`src/rtl/fp32_mul_seq.sv`:
```
// fp32_mul_seq: multi-cycle FP32 multiplier, shift-add significand product,
// RNE rounding, denormals flushed to zero, valid/ready on both sides.
module fp32_mul_seq #(
   parameter int RADIX = 1
) (
   input  logic        clk,
   input  logic        rst_n,
   input  logic        in_valid,
   output logic        in_ready,
   input  logic [31:0] a,
   input  logic [31:0] b,
   output logic        out_valid,
   input  logic        out_ready,
   output logic [31:0] result,
   output logic        overflow,
   output logic        underflow,
   output logic        invalid,
   output logic        busy
);

   localparam int         NCYC = 24 / RADIX;
   localparam logic [4:0] LAST = 5'(NCYC - 1);
   localparam logic [5:0] LRAD = 6'(RADIX);

   typedef enum logic [1:0] {
      S_IDLE, S_MULT, S_ROUND, S_DONE
   } state_t;

   state_t r_state, w_next;

   logic [23:0] r_ma, r_mb;
   logic [47:0] r_p;
   logic [4:0]  r_cnt;
   logic [9:0]  r_exp;
   logic        r_sign;
   logic [31:0] r_result;
   logic        r_ovf, r_unf, r_inv;

   logic w_acc, w_sign;
   logic w_za, w_zb, w_ia, w_ib, w_na, w_nb;
   logic w_inv, w_inf, w_zero, w_spec;

   assign w_acc  = in_valid && in_ready;
   assign w_sign = a[31] ^ b[31];
   assign w_za   = (a[30:23] == 8'h00);
   assign w_zb   = (b[30:23] == 8'h00);
   assign w_ia   = (a[30:23] == 8'hFF) && (a[22:0] == 23'd0);
   assign w_ib   = (b[30:23] == 8'hFF) && (b[22:0] == 23'd0);
   assign w_na   = (a[30:23] == 8'hFF) && (a[22:0] != 23'd0);
   assign w_nb   = (b[30:23] == 8'hFF) && (b[22:0] != 23'd0);
   assign w_inv  = w_na | w_nb | (w_ia & w_zb) | (w_za & w_ib);
   assign w_inf  = w_ia | w_ib;
   assign w_zero = w_za | w_zb;
   assign w_spec = w_inv | w_inf | w_zero;

   // one multiplier digit per cycle, weighted by its position
   logic [RADIX-1:0] w_dig;
   logic [47:0]      w_pp, w_pacc;
   logic [5:0]       w_sh;

   assign w_dig  = r_mb[RADIX-1:0];
   assign w_pp   = 48'(r_ma) * 48'(w_dig);
   assign w_sh   = {1'b0, r_cnt} * LRAD;
   assign w_pacc = r_p + (w_pp << w_sh);

   logic        w_hi, w_g, w_r, w_s, w_inc;
   logic [22:0] w_m;
   logic [23:0] w_msum;
   logic [9:0]  w_e1;
   logic        w_ovf, w_unf;

   assign w_hi   = r_p[47];
   assign w_m    = w_hi ? r_p[46:24] : r_p[45:23];
   assign w_g    = w_hi ? r_p[23] : r_p[22];
   assign w_r    = w_hi ? r_p[22] : r_p[21];
   assign w_s    = w_hi ? |r_p[21:0] : |r_p[20:0];
   assign w_inc  = w_g & (w_r | w_s | w_m[0]);
   assign w_msum = {1'b0, w_m} + 24'(w_inc);
   assign w_e1   = r_exp + 10'(w_hi) + 10'(w_msum[23]);
   assign w_ovf  = $signed(w_e1) >= 10'sd255;
   assign w_unf  = $signed(w_e1) <= 10'sd0;

   always_ff @(posedge clk or negedge rst_n) begin
      if (!rst_n) r_state <= S_IDLE;
      else        r_state <= w_next;
   end

   always_comb begin
      w_next = r_state;
      unique case (r_state)
         S_IDLE:  if (w_acc) w_next = w_spec ? S_DONE : S_MULT;
         S_MULT:  if (r_cnt == LAST) w_next = S_ROUND;
         S_ROUND: w_next = S_DONE;
         S_DONE:  if (out_ready) w_next = S_IDLE;
         default: w_next = S_IDLE;
      endcase
   end

   always_ff @(posedge clk or negedge rst_n) begin
      if (!rst_n) begin
         r_ma     <= '0;
         r_mb     <= '0;
         r_p      <= '0;
         r_cnt    <= '0;
         r_exp    <= '0;
         r_sign   <= 1'b0;
         r_result <= '0;
         r_ovf    <= 1'b0;
         r_unf    <= 1'b0;
         r_inv    <= 1'b0;
      end else begin
         case (r_state)
            S_IDLE: if (w_acc) begin
               r_sign <= w_sign;
               r_ma   <= {1'b1, a[22:0]};
               r_mb   <= {1'b1, b[22:0]};
               r_p    <= '0;
               r_cnt  <= '0;
               r_exp  <= {2'b0, a[30:23]} + {2'b0, b[30:23]} - 10'd127;
               if (w_spec) begin
                  r_ovf <= 1'b0;
                  r_unf <= 1'b0;
                  r_inv <= w_inv;
                  if (w_inv)      r_result <= 32'h7FC0_0000;
                  else if (w_inf) r_result <= {w_sign, 8'hFF, 23'd0};
                  else            r_result <= {w_sign, 31'd0};
               end
            end
            S_MULT: begin
               r_p   <= w_pacc;
               r_mb  <= r_mb >> RADIX;
               r_cnt <= r_cnt + 5'd1;
            end
            S_ROUND: begin
               r_ovf <= w_ovf;
               r_unf <= w_unf;
               r_inv <= 1'b0;
               if (w_ovf)      r_result <= {r_sign, 8'hFF, 23'd0};
               else if (w_unf) r_result <= {r_sign, 31'd0};
               else            r_result <= {r_sign, w_e1[7:0], w_msum[22:0]};
            end
            default: ;
         endcase
      end
   end

   assign in_ready  = (r_state == S_IDLE);
   assign out_valid = (r_state == S_DONE);
   assign busy      = (r_state != S_IDLE);
   assign result    = r_result;
   assign overflow  = r_ovf;
   assign underflow = r_unf;
   assign invalid   = r_inv;

endmodule

```
`config.mk`:
```
export PLATFORM = sky130hd
export DESIGN_NAME = fp32_mul_seq
export DESIGN_NICKNAME = d
export VERILOG_FILES = /design/src/rtl/fp32_mul_seq.sv
export SDC_FILE = /design/constraint.sdc
export NUM_CORES = 1
export LEC_CHECK = 0
export ABC_AREA = 1
export CORE_MARGIN = 2
export CORE_UTILIZATION = 50
export CTS_CLUSTER_SIZE = 40
export DETAILED_ROUTE_END_ITERATION = 12
export PLACE_DENSITY = 0.68
export SLEW_MARGIN = 30
export SYNTH_ARGS = -nofsm -noshare
export SYNTH_HDL_FRONTEND = slang
export SYNTH_SLANG_ARGS = --single-unit
```
`constraint.sdc`:
```
create_clock -name clk -period 5.83 [get_ports clk]
set_clock_uncertainty 0.15 [all_clocks]
set_input_delay 0.583 -clock clk [delete_from_list [all_inputs] [get_ports clk]]
set_output_delay 0.583 -clock clk [all_outputs]
set_load 0.005 [all_outputs]
```
-- Word-level counts from Yosys, hierarchy flattened
Cells that the tools add are included.
Widths: inputs -> output; s select.
- shift-type cells: 1
- bitwise gates (word level): 13
- reductions and logical operators: 21
- multiplexer cells: 29
- multiply operators: 1
- equality and inequality tests: 10
- magnitude comparators: 2
- add/sub/neg operators: 7
- operators by type and width (kind ; number):
    $mux 32 ; 3
    $pmux 48 s2 ; 1
    $mux 31 ; 3
    $pmux 32 s2 ; 1
    $add 48x48->48 ; 1
    $mux 48 ; 1
    $pmux 24 s2 ; 1
    $shl 25x5->48 ; 1
    $logic_not 23->1 ; 2
    $reduce_bool 23->1 ; 2
    $mul 24x1->25 ; 1
    $add 23x1->24 ; 1
    $mux 24 ; 1
    $mux 23 ; 1
    $reduce_or 22->1 ; 1
    $reduce_or 21->1 ; 1
    $add 10x1->10 ; 2
    $eq 8x8->1 const B ; 2
    $logic_not 8->1 ; 2
    $ge 10x9->1 const B ; 1
    $le 10x1->1 const B ; 1
    $pmux 5 s2 ; 1
    $sub 9x7->10 const B ; 1
    $add 8x8->9 ; 1
    19 further kinds ; 51
- output and inout port bits: 38
- bits in registers: 149

-- Longest topological paths before layout
- depth after elaboration: 11
- gate-level depth with buffers: 27

-- Worst setup path after synthesis
OpenSTA, ideal clock, no wires.
- path type: reg-to-reg
- start: register r_p[47]
- end: register r_result[23], in the netlist result[23]
- path slack: 2.481 ns
- required time: 5.564 ns
- buffers on the path: 3
- clock period less this slack: 3.349 ns
- cell stages (with the launch flop): 25
- setup time: 0.116 ns
- data arrival time: 3.082 ns
- path through: dfrtp_1 buf_6 buf_12 o21ai_4 nand2_4 nor2_8 nand2_4 clkinv_2 nand3_1 nor4_1 nand4_1 fa_1 inv_1 nand3_1 nor2_1 nand2_1 nand2_1 nand2_1 inv_1 nand3_2 buf_6 nand3_1 nand3b_1 nand2_1 nand2_1
- cells in the longest elaborated chain, start to end: 10
- elaborated cells on any way between the ends: 15
- those cells by class: add/sub (3); order compare (2); mux (7); bitwise (3)
- ends and longest elaborated chain (element ; RTL line ; source):
    from (decl) ; 32 ; logic [47:0] r_p;
    from (signal assigned) ; 130 ; r_p <= w_pacc;
    $mux 1, on equally long branches ; 75, 76 ;
    $or 1x1->1 (2 in series) ; 77 ; assign w_inc = w_g & (w_r | w_s | w_m[0]);
    $and 1x1->1 ; 77 ;
    $add 23x1->24 ; 78 ; assign w_msum = {1'b0, w_m} + 24'(w_inc);
    $add 10x1->10 * ; 79 ; assign w_e1 = r_exp + 10'(w_hi) + 10'(w_msum[23]);
    $le 10x1->1 ; 81 ; assign w_unf = $signed(w_e1) <= 10'sd0;
    $mux 31 ; 139 ; else if (w_unf) r_result <= {r_sign, 31'd0};
    $mux 31 * ; 138 ; if (w_ovf) r_result <= {r_sign, 8'hFF, 23'd0};
    $pmux 32 s2 * ; 112 ; case (r_state)
    to (signal assigned) ; 138 ;
    to (signal assigned) ; 139 ;
    to (signal assigned) ; 140 ; else r_result <= {r_sign, w_e1[7:0], w_msum[22:0]};
    to (decl) ; 36 ; logic [31:0] r_result;
Every way passes the cells marked *; elsewhere a longest branch is shown, timed or not.
A chain may end at the register's enable or synchronous reset.

-- Final worst setup path
- start: register r_cnt[1]
- end: register r_p[39]
- cells in the longest elaborated chain, start to end: 3
- ends and longest elaborated chain (element ; RTL line ; source):
    from (decl) ; 33 ; logic [4:0] r_cnt;
    from (signal assigned) ; 132 ; r_cnt <= r_cnt + 5'd1;
    $shl 25x5->48 ; 64 ; assign w_pacc = r_p + (w_pp << w_sh);
    $add 48x48->48 ; 64 ;
    $pmux 48 s2 ; 112 ;
Every way passes these cells.

==> impl_results.md <==
- Crit path top cell by count: nand2_1
- GRT busiest layer: met2
- Final Hold Fails: 0
- Post-Syn Area: 13500 um^2
- Die width: 168 um
- GRT Total Usage: 0.316
- Antenna violations before repair: 0
- Post-cts hold buffer count: 0
- Final setup fails: 0
- Status: finished clean
- Post-CTS Setup Repair Bufs: 0
- EDFF count, synth: 0
- Total negative slack: 0 ps
- Post-DR vias/cell: 5.55
- Syn avg cell area: 6.20 um^2
- Crit path from: r_cnt[1]$_DFFE_PN0P_
- Drt pass-1 iters: 5
- Yosys reg bits: 149
- Global-route track usage on met1: 0.430
- Post-layout min period: 4650 ps
- Slew Viols, Final: 0
- Met3 Use GR: 0.0390
- CP top delay family: simple AND/OR/NAND/NOR gates
- Worst-skew pair later-pin latency: 450 ps
- Layout cell share with drive strength beyond 1: 0.0533
- Clock root cell: clkbuf_16
- Ys async rst share: 1.00
- ANT nets after route: 0
- Rows: 60
- Max incr delay on CP: 850 ps
- Nets: 2379
- HPWL Detailed: 34.7 mm
- Largest net degree at the start of global routing: 88
- Post-CTS resize count: 0
- GR Overflow Total: 0
- DP Area: 14700 um^2
- Tightest Hold Check Type: in2async
- Fin area: 15300 um^2
- Syn_nets: 2320
- Drt drc: 0
- Filler cell count: 2743
- CTS tree: built
- Synthesis-to-layout area growth: 13.1%
- WP data required: 6020 ps
- CP endpoint kind: flop
- CTS Buf Count: 17
- Fin util: 0.572
- Fmax: 215 MHz
- Worst R2R End: r_p[39]$_DFFE_PN0P_
- Vias after detailed routing: 14400
- GP Congestion: 1.02
- Crit path cell chain: inv_1, nand2_1, o21ai_0, nand2_1, o21ai_0, o21ai_0, o21ai_0, ha_1, nand2_1, nor2_1, inv_1, nor3_1, nand3_1, nand3b_1, nand2_1, nand2_1, nand2_1, nand3_1, nand2_1
- Pwr dens: 436 nW/um^2
- YS warnings: 0
- Cells after Synth: 2181
- RSZ-0062 raised after global routing: no
- Routed WL: 44.2 mm
- Relative slew slack: 0.389
- IR drop worst, VDD: 0.377 mV
- CORE AREA: 26700 um^2
- Worst-path clk slew: 80 ps
- Kind of critical path: reg2reg
- I/O Pins: 106
- N_diodes: 0
- Die Y: 168 um
- Die ar.: 28400 um^2
- Worst Tran Pin Value: 916 ps
- Sink Count: 149
- Critical path startpoint category: flop
- Port Buf Inserts: 105
- Max H-tree Level: 4
- Seq/Total Area, Yosys: 0.276
- Cell variety after synth: 54
- Crit path buffers/inverters: 2
- Clk buf depth: 2
- Pleak: 0.00779 uW
- Top FF cell, synth: dfrtp_1
- Routed WL per cell: 17.0 um
- Reg2Reg Depth: 19
- Arrival @ worst endpoint: 4840 ps
- Reg2Reg Setup Slack: 1180 ps
- Worst reg2reg startpoint: r_cnt[1]$_DFFE_PN0P_
- Crit path max fanout: 28
- Fin Hold WS: 27.1 ps
- Met2 Usage GRT: 0.516
- Initial core utilization: 0.506
- First-pass GRT wire length: 70.6 mm
- Crit share post-route: 0.798
- DRT iter0 DRCs: 1351
- Max_cap viols: 0
- Slowest CP cell: dfrtp_1
- Vias in the first global route: 13500
## per-stage QoR
| step | std cells | power, uW | worst slack, ps |
|---|---|---|---|
| CTS | 2594 | 6620 | 1230 |
| finish | 2594 | 6660 | 1180 |
| floorplan | 2181 | 4290 | 2480 |
| global placement | 2562 | 5410 | 1320 |
| global route | 2594 | 7230 | 772 |
| detailed placement | 2562 | 5450 | 1260 |
## layout by cell type (no fill, tap or decap), types with 5 or more instances in the layout
cell and count:
nand2_2 14, inv_2 7, ha_1 68, mux2i_1 13, nor2_2 12, o21bai_1 9
nor2_1 213, o22ai_1 13, nor2_4 7, inv_6 7, clkdlybuf4s50_1 104, o21ai_1 12
dfrtp_1 147, inv_1 257, nand4_1 29, nor3_1 19, a21oi_1 88, nand3b_1 14
clkbuf_16 17, a22oi_1 12, o21ai_0 188, buf_4 9, nand2_4 5, nand3_1 144
nand2_1 749, o21ai_2 12, xnor2_1 5, xor2_1 6, a31oi_1 11
## worst reg2reg max path: cells and delay by family, from the launching register on
family,cells,cell delay (ps)
AOI/OAI and AO/OA,4,710
adders and majority gates,1,400
buffers and inverters,2,630
DFF,1,850
and+or+nand+nor,12,1810
## worst max-delay path by stage
stage	endpoint	slack, ps	cells past startpoint
2_1_floorplan	result[23]$_DFFE_PN0P_	2480	24
3_3_place_gp	result[0]$_DFFE_PN0P_	1320	22
3_5_place_dp	result[1]$_DFFE_PN0P_	1260	22
4_1_cts	result[1]$_DFFE_PN0P_	1230	21
5_1_grt	r_p[39]$_DFFE_PN0P_	770	19
6_report	r_p[39]$_DFFE_PN0P_	1180	19
## metal layers
layer  vias up  part of all wire  wire length, um
met5         -                 0                0
met4         0             0.038             1680
met3        93             0.055             2450
met2       522              0.45            20100
met1      6620              0.45            20000
li1       7163                 -                -
## logic make-up (layout without fill, tap and decap cells)
family,Yosys count,after routing,share of synthesized area
and+or+nand+nor,1226,1226,0.384
AOI/OAI and AO/OA,368,368,0.153
buffers and inverters,343,415,0.104
DFF,149,149,0.276
adders and majority gates,71,71,0.0674
muxes,13,13,0.00962
xor gates and xnor gates,11,11,0.00713
## registers in the layout, summed over array words and instances, names as in the netlist
signal     cells
overflow       1
r_mb          24
underflow      1
result        32
invalid        1
r_ma          24
r_p           48
r_exp         10
r_state        2
r_sign         1
r_cnt          5
## cells in the mapped netlist, types with 18 or more instances
cell | n | share of area
nand4_1 | 29 | 0.013
nand2_1 | 749 | 0.21
nor3_1 | 19 | 0.0070
buf_2 | 18 | 0.0067
nand3_1 | 144 | 0.053
a21oi_1 | 88 | 0.033
clkbuf_1 | 35 | 0.0097
inv_1 | 257 | 0.071
o21ai_0 | 188 | 0.070
nor2_1 | 215 | 0.060
dfrtp_1 | 149 | 0.28
ha_1 | 68 | 0.063
## final cells by class
| class | instances | area (um^2) | area share |
|---|---|---|---|
| clock buffers | 17 | 425 | 0.0278 |
| clock inverters | 15 | 158 | 0.0103 |
| inverters | 269 | 1020 | 0.0665 |
| multi-input cells | 1689 | 8410 | 0.550 |
| flip-flops and latches | 149 | 3730 | 0.244 |
| well taps | 341 | 427 | 0.0279 |
| repair buffers | 114 | 1120 | 0.0733 |
## power breakdown
part | internal [uW] | switching (uW)
clock network | 607 | 542
logic | 1180 | 2640
registers | 1380 | 299
total | 3180 | 3480
No activity file was read; power rests on OpenSTA's default activity.
